<file path="src/rtl/cache_pkg.sv">
// Shared types and address-split helpers for the N-way instruction cache.
package cache_pkg;

  typedef enum logic [1:0] {IDLE, MISS, FLUSH_PEND} state_t;

  // Callers cast the 64-bit result down to their own index/tag width.
  function automatic logic [63:0] pc_index(input logic [63:0] pc, input int idx_w);
    return (pc >> 2) & ((64'd1 << idx_w) - 64'd1);
  endfunction

  function automatic logic [63:0] pc_tag(input logic [63:0] pc, input int idx_w);
    return pc >> (idx_w + 2);
  endfunction

endpackage

</file>
<file path="src/rtl/cache_lru_nway.sv">
// Per-set true-LRU age tracking and victim choice (invalid ways are preferred).
module cache_lru_nway
  import cache_pkg::*;
#(
  parameter int WAYS = 4,
  parameter int SETS = 4,
  localparam int AGE_W = $clog2(WAYS),
  localparam int IDX_W = $clog2(SETS)
) (
  input  logic             CLK,
  input  logic             RESET,
  input  logic             flush,
  input  logic             access,
  input  logic [IDX_W-1:0] set_idx,
  input  logic [AGE_W-1:0] access_way,
  input  logic [WAYS-1:0]  valid,
  output logic [AGE_W-1:0] victim
);

  logic [AGE_W-1:0] age [SETS][WAYS];
  logic [AGE_W-1:0] lru_way;

  // Ages stay a permutation of 0..WAYS-1; age 0 is the most recently used way.
  always_ff @(posedge CLK) begin
    if (RESET || flush) begin
      for (int s = 0; s < SETS; s++)
        for (int w = 0; w < WAYS; w++)
          age[s][w] <= AGE_W'(w);
    end else if (access) begin
      for (int w = 0; w < WAYS; w++) begin
        if (AGE_W'(w) == access_way)
          age[set_idx][w] <= '0;
        else if (age[set_idx][w] < age[set_idx][access_way])
          age[set_idx][w] <= age[set_idx][w] + 1'b1;
      end
    end
  end

  always_comb begin
    lru_way = '0;
    for (int w = 0; w < WAYS; w++)
      if (age[set_idx][w] == AGE_W'(WAYS - 1))
        lru_way = AGE_W'(w);
    victim = lru_way;
    for (int w = WAYS - 1; w >= 0; w--)
      if (!valid[w])
        victim = AGE_W'(w);
  end

endmodule

</file>
<file path="src/rtl/cache_nway.sv">
// N-way set-associative instruction cache with single-word lines, req/ack fill and flush.
module cache_nway
  import cache_pkg::*;
#(
  parameter int ADDR_W = 32,
  parameter int DATA_W = 32,
  parameter int WAYS   = 4,
  parameter int SETS   = 4,
  parameter int CNT_W  = 20,
  localparam int IDX_W = $clog2(SETS),
  localparam int AGE_W = $clog2(WAYS),
  localparam int TAG_W = ADDR_W - 2 - IDX_W
) (
  input  logic              CLK,
  input  logic              RESET,
  input  logic              req_valid,
  output logic              req_ready,
  input  logic [ADDR_W-1:0] PC,
  output logic              rsp_valid,
  output logic [DATA_W-1:0] rsp_data,
  output logic              rsp_hit,
  output logic              mem_req,
  output logic [ADDR_W-1:0] mem_addr,
  input  logic              mem_ack,
  input  logic [DATA_W-1:0] mem_data,
  input  logic              flush,
  output logic [CNT_W-1:0]  CNT_HIT,
  output logic [CNT_W-1:0]  CNT_MISS
);

  state_t state;
  logic   flush_latched;

  logic [WAYS-1:0]   valid_mem [SETS];
  logic [TAG_W-1:0]  tag_mem   [SETS][WAYS];
  logic [DATA_W-1:0] data_mem  [SETS][WAYS];

  logic [IDX_W-1:0] req_idx, miss_idx, lru_set;
  logic [TAG_W-1:0] req_tag, miss_tag;
  logic             hit, lookup, fill, lru_access, lru_flush;
  logic [AGE_W-1:0] hit_way, victim, access_way;

  // mem_addr holds the captured PC for the whole miss, so the fill target derives from it.
  assign req_idx  = IDX_W'(pc_index(64'(PC), IDX_W));
  assign req_tag  = TAG_W'(pc_tag(64'(PC), IDX_W));
  assign miss_idx = IDX_W'(pc_index(64'(mem_addr), IDX_W));
  assign miss_tag = TAG_W'(pc_tag(64'(mem_addr), IDX_W));

  assign lookup     = (state == IDLE) && req_valid && !flush;
  assign fill       = (state == MISS) && mem_ack;
  assign lru_access = (lookup && hit) || fill;
  assign lru_set    = (state == IDLE) ? req_idx : miss_idx;
  assign access_way = fill ? victim : hit_way;
  assign lru_flush  = ((state == IDLE) && flush) || (state == FLUSH_PEND);

  always_comb begin
    hit     = 1'b0;
    hit_way = '0;
    for (int w = WAYS - 1; w >= 0; w--) begin
      if (valid_mem[req_idx][w] && (tag_mem[req_idx][w] == req_tag)) begin
        hit     = 1'b1;
        hit_way = AGE_W'(w);
      end
    end
  end

  cache_lru_nway #(.WAYS(WAYS), .SETS(SETS)) u_lru (
    .CLK        (CLK),
    .RESET      (RESET),
    .flush      (lru_flush),
    .access     (lru_access),
    .set_idx    (lru_set),
    .access_way (access_way),
    .valid      (valid_mem[lru_set]),
    .victim     (victim)
  );

  always_ff @(posedge CLK) begin
    if (fill) begin
      tag_mem[miss_idx][victim]  <= miss_tag;
      data_mem[miss_idx][victim] <= mem_data;
    end
  end

  always_ff @(posedge CLK) begin
    if (RESET) begin
      state         <= IDLE;
      req_ready     <= 1'b1;
      rsp_valid     <= 1'b0;
      rsp_hit       <= 1'b0;
      rsp_data      <= '0;
      mem_req       <= 1'b0;
      mem_addr      <= '0;
      CNT_HIT       <= '0;
      CNT_MISS      <= '0;
      flush_latched <= 1'b0;
      for (int s = 0; s < SETS; s++) valid_mem[s] <= '0;
    end else begin
      rsp_valid <= 1'b0;
      case (state)
        IDLE: begin
          if (flush) begin
            for (int s = 0; s < SETS; s++) valid_mem[s] <= '0;
          end else if (req_valid) begin
            if (hit) begin
              rsp_valid <= 1'b1;
              rsp_hit   <= 1'b1;
              rsp_data  <= data_mem[req_idx][hit_way];
              if (CNT_HIT != '1) CNT_HIT <= CNT_HIT + 1'b1;
            end else begin
              mem_addr      <= PC;
              mem_req       <= 1'b1;
              req_ready     <= 1'b0;
              flush_latched <= 1'b0;
              state         <= MISS;
              if (CNT_MISS != '1) CNT_MISS <= CNT_MISS + 1'b1;
            end
          end
        end
        MISS: begin
          if (flush) flush_latched <= 1'b1;
          if (mem_ack) begin
            valid_mem[miss_idx][victim] <= 1'b1;
            rsp_valid <= 1'b1;
            rsp_hit   <= 1'b0;
            rsp_data  <= mem_data;
            mem_req   <= 1'b0;
            if (flush || flush_latched) begin
              state <= FLUSH_PEND;
            end else begin
              state     <= IDLE;
              req_ready <= 1'b1;
            end
          end
        end
        FLUSH_PEND: begin
          for (int s = 0; s < SETS; s++) valid_mem[s] <= '0;
          flush_latched <= 1'b0;
          req_ready     <= 1'b1;
          state         <= IDLE;
        end
        default: begin
          req_ready <= 1'b1;
          state     <= IDLE;
        end
      endcase
    end
  end

endmodule
</file>
<file path="config.mk">
export PLATFORM = sky130hd
export DESIGN_NAME = cache_nway
export DESIGN_NICKNAME = d
export VERILOG_FILES = /design/src/rtl/cache_pkg.sv /design/src/rtl/cache_lru_nway.sv /design/src/rtl/cache_nway.sv
export SDC_FILE = /design/constraint.sdc
export NUM_CORES = 1
export LEC_CHECK = 0
export BUFFER_PORTS_ARGS = -buffer_cell sky130_fd_sc_hd__buf_2
export CORE_MARGIN = 2
export CORE_UTILIZATION = 33
export DETAILED_ROUTE_END_ITERATION = 8
export PLACE_DENSITY_LB_ADDON = 0.1
export RECOVER_POWER = 25
export SLEW_MARGIN = 20
export SYNTH_ARGS = -nofsm -noshare
export SYNTH_HDL_FRONTEND = slang
export SYNTH_SLANG_ARGS = --single-unit
</file>
<file path="constraint.sdc">
create_clock -name CLK -period 16.6 [get_ports CLK]
set_clock_uncertainty 0.15 [all_clocks]
set_input_delay 0 -clock CLK [delete_from_list [all_inputs] [get_ports CLK]]
set_output_delay 0 -clock CLK [all_outputs]
set_load 0.01 [all_outputs]
</file>
==> metrics.md, run 1 <==
| Metric | Value |
|---|---|
| Status | `finished clean` |
| Worst R2R Start | `state[1]$_SDFFE_PP0P_` |
| Synthesized area | `0.0456 sq mm` |
| Die W | `376 um` |
| Int Power | `0.00484 W` |
| Final Max Tran Viols | `0` |
| Post-synth EDFFs | `1,008` |
| Seq pwr share | `50.3%` |
| Top FF cell, synth | `edfxtp_1` |
| Detail Route Antenna Nets | `0` |
| Post-place instance area | `0.0485 sq mm` |
| Hold depth | `4` |
| Setup violators final | `0` |
| Rel. slew slack | `11.1%` |
| GRT Total Usage | `18.7%` |
| Max Fclk | `141 MHz` |
| Critical path required time | `16.81 ns` |
| Initial antenna violation count | `4` |
| Synth Instances | `2,710` |
| Asr flop ratio synth | `0%` |
| Most common cell after layout, fill and taps aside | `edfxtp_1` |
| Crit. End Element | `flop` |
| Core Area | `0.137 sq mm` |
| PostCTS Resize Cnt | `0` |
| Pwr dens | `116 mW/mm^2` |
| Die height | `376 um` |
| Crit-path max FO | `77` |
| Reg2reg setup slack | `10.31 ns` |
| Remaining Overflow, GRT | `0` |
| Hold Slack | `0.0387 ns` |
| RePlAce Congestion | `0.893` |
| Vias in the first global route | `26,500` |
| RR Endpoint | `data_mem[2][125]$_DFFE_PP_` |
| Clock slew at reported path FFs | `0.06 ns` |
| Worst-margin pin slew | `1.30 ns` |
| Crit path buf inv count | `5` |
| Router iterations before antenna repair | `6` |
| Detailed Route WL | `133,000 um` |
| Count of state elements after synthesis | `1,119` |
| Synthesis Warnings | `0` |
| Crit path max-delay family | `buffers and inverters` |
| Area Overhead vs Synth | `17.1%` |
| Initial Utilization | `33.2%` |
| Worst Path Class, Setup | `primary input to flop` |
| RSZ-0062 raised after global routing | `no` |
| Comb power frac | `5.3%` |
| Pleak | `17.8 nW` |
| Mean Syn Cell Area | `16.8 sq um` |
| Final Util | `38.9%` |
| WP data arrival | `7.30 ns` |
| DR vias/cell | `5.27` |
| I/O Buffers | `176` |
| Synth cell types | `78` |
| Seq/Total Area, Yosys | `71.2%` |
| Setup TNS | `0 ns` |
| Net Sw Frac | `21.7%` |
| Maximum vdd ir drop | `0.0797 mV` |
| I/O Pins | `177` |
| Detail Placement HPWL | `75,100 um` |
| Skew-Pair Late Insertion Delay | `0.74 ns` |
| Cells along the critical path | `dlygate4sd3_1 -> buf_8 -> buf_4 -> buf_4 -> buf_4 -> mux4_2 -> xnor2_1 -> nand4_1 -> nor4_1 -> and4_1 -> o2111ai_1 -> nand2_2 -> mux2i_1 -> mux2_2 -> maj3_1 -> and2_1 -> o21ai_0` |
| Fin. Hold Viols | `0` |
| CTS tree | `yes` |
| Longest Clk Path Bufs | `3` |
| Switching power | `0.00134 W` |
| Fillers | `12,600` |
| Clk pwr share | `44.4%` |
| Die area | `0.141 sq mm` |
| Wire per inst | `27.2 um` |
| Largest net degree at the start of global routing | `78` |
| Slowest CP cell | `nor4_1` |
| Root Driver | `clkbuf_16` |
| Critical Path Source Type | `primary input` |
| H-tree Lvls | `3` |
| Most frequent CP cell | `buf_4` |
| First-pass GRT wire length | `192,000 um` |
| Worst Min Path Start | `PC[10]` |
| Syn_nets | `2,784` |
| R2R depth | `10` |
| Share of the cycle needed by the critical path after routing | `42.7%` |
| FP Rows | `136` |
| Hold Path Sink | `mem_addr[10]$_SDFFE_PP0P_` |
| Crit-path max cell delay | `0.80 ns` |
| Fin area | `0.0535 sq mm` |
| Vias | `25,700` |
| Tmin final | `7.09 ns` |
| Iteration-0 DRC Markers | `2,197` |
| Ratio of cells with drive above 1 in the final layout | `21.2%` |
| Fin nets | `3,055` |
| # Max-Cap Violations | `0` |
| CTS Buf Count | `121` |
| TritonCTS sink count | `1,119` |
| Min-delay worst type | `primary input to flop` |
| DR DRC count | `0` |
| Most frequent cells in the layout | `edfxtp_1 (1,008), mux4_2 (216), nand2_1 (169)` |
-- state kept, by name, summed over array words and instances (netlist names), 2 cells and up --
| register | count |
|---|---|
| data_mem | 512 |
| state | 2 |
| mem_addr | 32 |
| valid_mem | 16 |
| tag_mem | 448 |
| u_lru.age | 32 |
| CNT_HIT | 20 |
| rsp_data | 32 |
| CNT_MISS | 20 |
-- power by group through the flow --
stage                     Sequential (W)  Combinational (W)  Clock (W)
after floorplan                  0.00316           0.000193          0
final                            0.00311           0.000325    0.00275
after detailed placement         0.00317           0.000313          0
after CTS                        0.00311           0.000332    0.00282
after global routing             0.00311           0.000351    0.00291
after global placement           0.00317           0.000309          0
-- per-stage QoR --
| step | worst slack [ns] | instances | total power (W) |
|---|---|---|---|
| global placement | 9.54 | 4566 | 0.00348 |
| CTS | 9.54 | 4882 | 0.00626 |
| floorplan | 8.06 | 2710 | 0.00335 |
| finish | 9.51 | 4884 | 0.00618 |
| global route | 9.32 | 4883 | 0.00638 |
| detailed placement | 9.38 | 4566 | 0.00348 |
-- cell families (layout without fill, tap and decap cells) --
logic type      Yosys count  after routing  synth area share [%]
mux                     337            337                  13.4
simple gates            574            574                  6.13
buf+inv                 211            589                  2.00
xor+xnor                139            139                  2.68
compound gates          322            322                  4.41
flops                  1119           1119                  71.2
fa+ha+maj                 8              8                 0.206
other cells               0              2                     0
-- final cells by class --
class                   count  area [sq um]  share of cell area [%]
flip-flops and latches   1119         32500                    60.8
repair buffers            307          2070                    3.86
multi-input cells        1380         12400                    23.1
diodes                      2          5.00                 0.00936
clock buffers             163          3360                    6.28
well taps                1794          2240                    4.20
clock inverters            67           719                    1.35
inverters                  52           203                   0.379
-- worst min-delay path: stages --
cell and delay, ns:
dlygate4sd3_1 0.51, buf_2 0.20, mux2i_1 0.09, nor2_1 0.07
-- routing by layer --
| layer | vias to the layer above | global-route usage (%) | wire, um |
|---|---|---|---|
| li1 | 11200 | - | - |
| met1 | 13600 | 25.8 | 59300 |
| met2 | 764 | 30.9 | 64100 |
| met3 | 200 | 2.93 | 6340 |
| met4 | 6 | 4.86 | 3260 |
| met5 | - | 0 | 34 |
-- worst max path at each step --
stage	startpoint	endpoint	slack (ns)	depth (start not counted)
after floorplan	state[1]$_SDFFE_PP0P_	valid_mem[0][0]$_SDFFCE_PN0P_	8.06	11
after global placement	PC[3]	u_lru.age[3][0]$_SDFFCE_PN1P_	9.54	16
after detailed placement	PC[3]	u_lru.age[1][1]$_SDFFCE_PN1P_	9.38	16
after CTS	PC[3]	u_lru.age[1][1]$_SDFFCE_PN1P_	9.54	17
after global routing	PC[3]	u_lru.age[1][0]$_SDFFCE_PN1P_	9.32	17
final	PC[3]	u_lru.age[1][0]$_SDFFCE_PN1P_	9.51	17
-- synth_stat cells, drive strengths merged (4+ instances only) --
cell,count,area [sq um]
a2111oi,5,43.8
a211oi,35,263
a21o,4,30.0
a21oi,96,484
a22oi,6,45.0
a2bb2oi,7,61.3
a31oi,32,200
and2,39,244
and3,9,56.3
buf,52,315
clkbuf,107,402
dfxtp,111,2220
edfxtp,1008,30300
ha,5,62.6
inv,50,188
mux2,21,236
mux2i,100,1000
mux4,216,4860
nand2,171,652
nand2b,23,144
nand3,40,200
nand3b,6,45.0
nand4,32,200
nor2,147,568
nor2b,12,75.1
nor3,42,220
nor3b,5,37.5
nor4,8,65.1
o2111ai,5,43.8
o211ai,10,75.1
o21a,6,45.0
o21ai,77,385
o221ai,4,35.0
o22ai,7,43.8
or2,9,56.3
or3,15,93.8
or4,5,37.5
xnor2,102,901
xor2,37,324
-- timing repair --
| action | 4_1_cts | 5_1_grt |
|---|---|---|
| buffers inserted | 0 | 0 |
| endpoints found under the hold margin | 669 | 0 |
| hold buffers | 86 | 0 |
| setup endpoints to repair | 0 | 0 |
Power figures use the tool's default switching activity.
==> inputs of run 2 (changes only) <==
--- a/config.mk
+++ b/config.mk
@@ -5,6 +5,7 @@
 export SDC_FILE = /design/constraint.sdc
 export NUM_CORES = 1
 export LEC_CHECK = 0
+export ABC_AREA = 1
 export BUFFER_PORTS_ARGS = -buffer_cell sky130_fd_sc_hd__buf_2
 export CORE_MARGIN = 2
 export CORE_UTILIZATION = 33
==> constraint.sdc (replaced) <==
create_clock -name CLK -period 7.1 [get_ports CLK]
set_clock_uncertainty 0.15 [all_clocks]
set_input_delay 0 -clock CLK [delete_from_list [all_inputs] [get_ports CLK]]
set_output_delay 0 -clock CLK [all_outputs]
set_load 0.01 [all_outputs]
==> metrics.md, run 2 <==
| Metric | Value |
|---|---|
| Hold Slack | `0.0975 ns` |
| Detail Route Antenna Nets | `0` |
| DR DRC count | `12` |
| Rel. slew slack | `28.9%` |
| TritonCTS sink count | `1,119` |
| I/O Buffers | `176` |
| Synth cell types | `49` |
| Tmin final | `5.82 ns` |
| Synthesized area | `0.0477 sq mm` |
| Critical path required time | `7.34 ns` |
| Remaining Overflow, GRT | `0` |
| DR vias/cell | `5.18` |
| Post-place instance area | `0.0506 sq mm` |
| Iteration-0 DRC Markers | `2,640` |
| Most frequent cells in the layout | `nand2_1 (1,044), edfxtp_1 (1,008), nand3_1 (476)` |
| Detail Placement HPWL | `96,400 um` |
| Router iterations before antenna repair | `8` |
| Most common library cells after synthesis | `nand2_1 (1,046), edfxtp_1 (1,008), nor2_1 (486), nand3_1 (476), o21ai_0 (393)` |
| CTS Buf Count | `131` |
| Crit-path max FO | `29` |
| Top post-synthesis cells by area | `edfxtp_1 (63%), nand2_1 (8.2%), nand3_1 (5.0%)` |
| Core Area | `0.144 sq mm` |
| Final Max Tran Viols | `0` |
| Fin nets | `4,734` |
| Clk pwr share | `42.3%` |
| Initial antenna violation count | `6` |
| Initial Utilization | `33.2%` |
| Fin area | `0.0556 sq mm` |
| FP Rows | `139` |
| Final worst setup slack | `1.28 ns` |
| Vias | `34,600` |
| # Max-Cap Violations | `0` |
| Largest register FFs | `512` |
| Longest Clk Path Bufs | `3` |
| Yosys top cell area share | `63.4%` |
| Setup violators final | `0` |
| Largest net degree at the start of global routing | `132` |
| Setup TNS | `0 ns` |
| Seq/Total Area, Yosys | `68.0%` |
| Worst Path Class, Setup | `flop to flop` |
| Die W | `384 um` |
| Comb power frac | `8.4%` |
| Post-synth EDFFs | `1,008` |
| Die height | `384 um` |
| RSZ-0062 raised after global routing | `no` |
| Critical Path Source Type | `flop` |
| Int Power | `0.0115 W` |
| Min-delay worst type | `primary input to flop` |
| Worst-margin pin slew | `1.07 ns` |
| Share of the cycle needed by the critical path after routing | `82.0%` |
| H-tree Lvls | `4` |
| Seq pwr share | `49.3%` |
| Pleak | `20.0 nW` |
| Net Sw Frac | `25.2%` |
| I/O Pins | `177` |
| WP data arrival | `6.06 ns` |
| Area Overhead vs Synth | `16.5%` |
| Switching power | `0.00388 W` |
| Wire per inst | `24.1 um` |
| Mean Syn Cell Area | `10.8 sq um` |
| Synthesis Warnings | `0` |
| Final Util | `38.7%` |
| First-pass GRT wire length | `235,000 um` |
| Failing checks | `design-rule violations` |
| Syn_nets | `4,499` |
| CTS tree | `yes` |
| Status | `finished, violations left` |
| Top FF cell, synth | `edfxtp_1` |
| Clock slew at reported path FFs | `0.05 ns` |
| Skew-Pair Late Insertion Delay | `0.77 ns` |
| PostCTS Resize Cnt | `0` |
| Asr flop ratio synth | `0%` |
| Fin. Hold Viols | `0` |
| Most common cell after layout, fill and taps aside | `nand2_1` |
| Most flops, register | `data_mem` |
| Die area | `0.148 sq mm` |
| Maximum vdd ir drop | `0.197 mV` |
| Detailed Route WL | `161,000 um` |
| GRT Total Usage | `21.5%` |
| Count of state elements after synthesis | `1,119` |
| Most common cell in the netlist | `nand2_1` |
| Top flop regs | `data_mem x512, tag_mem x448` |
| Ratio of cells with drive above 1 in the final layout | `9.20%` |
| Crit. End Element | `flop` |
| Vias in the first global route | `33,600` |
| Cell taking the most area after synthesis | `edfxtp_1` |
| Synth Instances | `4,425` |
| Max Fclk | `172 MHz` |
| RePlAce Congestion | `0.947` |
| Root Driver | `clkbuf_16` |
| Pwr dens | `276 mW/mm^2` |
| Post-CTS setup buffer count | `0` |
| Post-Place Setup Slack | `1.21 ns` |
run 2: cell count changes after synthesis, sizes merged, moves of 129 or more:
| cell | before | now |
|---|---|---|
| nand2 | 171 | 1055 |
| nor2 | 147 | 493 |
| nand3 | 40 | 479 |
| o21ai | 77 | 401 |
| inv | 50 | 179 |
| mux4 | 216 | 0 |
run 2: worst max-delay path, cell delays in order (launching register included):
cell and delay, ns:
dfxtp_1 0.34, nor2_2 0.69, o21ai_1 0.20, nand2_1 0.50, inv_1 0.38, a22oi_1 0.25, inv_1 0.06, a221oi_1 0.48
inv_1 0.10, ha_1 0.22, nor2_1 0.14, nand3_1 0.14, nand3_1 0.13, inv_1 0.08, nor3_1 0.15, inv_1 0.22
nor2_4 0.59, buf_4 0.58
run 2: layout make-up:
cell class                      instances  area, sq um
Sequential cell                      1119        32500
Inverter                              182          709
Multi-Input combinational cell       2894        13600
Clock inverter                         58          405
Clock buffer                          177         3680
Antenna cell                            2         5.00
Tap cell                             1903         2380
Fill cell                           14200        88000
Timing Repair Buffer                  332         2380
run 2: through the flow:
| step | power, W | instances |
|---|---|---|
| floorplan | 0.00834 | 4425 |
| global placement | 0.00898 | 6334 |
| detailed placement | 0.00898 | 6334 |
| CTS | 0.0156 | 6665 |
| global route | 0.0159 | 6666 |
| finish | 0.0154 | 6667 |
run 2: routing by layer:
metal / routed length, um / GRT usage (%) / vias up
met2: 76000 / 35.1 / 854
met1: 74400 / 30.2 / 17300
met5: 34 / 0 / -
li1: - / - / 16200
met3: 6720 / 2.83 / 215
met4: 3590 / 5.66 / 4
run 2: worst paths after layout:
kind | depth (start not counted) | endpoint | slack (ns) | start
setup / recovery | 17 | tag_mem[2][74]$_DFFE_PP_ | 1.28 | state[1]$_SDFFE_PP0P_
hold / removal | 4 | mem_addr[24]$_SDFFE_PP0P_ | 0.1 | PC[24]
setup reg to reg | 17 | tag_mem[2][74]$_DFFE_PP_ | 1.28 | state[1]$_SDFFE_PP0P_
hold reg to reg | 2 | mem_addr[0]$_SDFFE_PP0P_ | 0.30 | mem_addr[0]$_SDFFE_PP0P_
run 2: power groups by stage:
| stage | logic [W] | clock network [W] | registers, W |
|---|---|---|---|
| after floorplan | 0.000708 | 0 | 0.00763 |
| after global placement | 0.00126 | 0 | 0.00772 |
| after CTS | 0.00131 | 0.00666 | 0.00758 |
| after detailed placement | 0.00126 | 0 | 0.00772 |
| after global routing | 0.00143 | 0.00691 | 0.00760 |
| final | 0.00130 | 0.00650 | 0.00758 |
run 2: kinds of logic after synthesis:
kind of cell               synth area share [%]
AOI/OAI and AO/OA                          8.67
adders and majority gates                 0.131
and+or+nand+nor                            18.9
buffers and inverters                      3.82
xor gates and xnor gates                  0.459
DFF                                        68.0
run 2: what timing repair did:
item                                    CTS  global route
endpoints found under the setup margin    0             0
hold buffers                             96             0
endpoints found under the hold margin   661             0
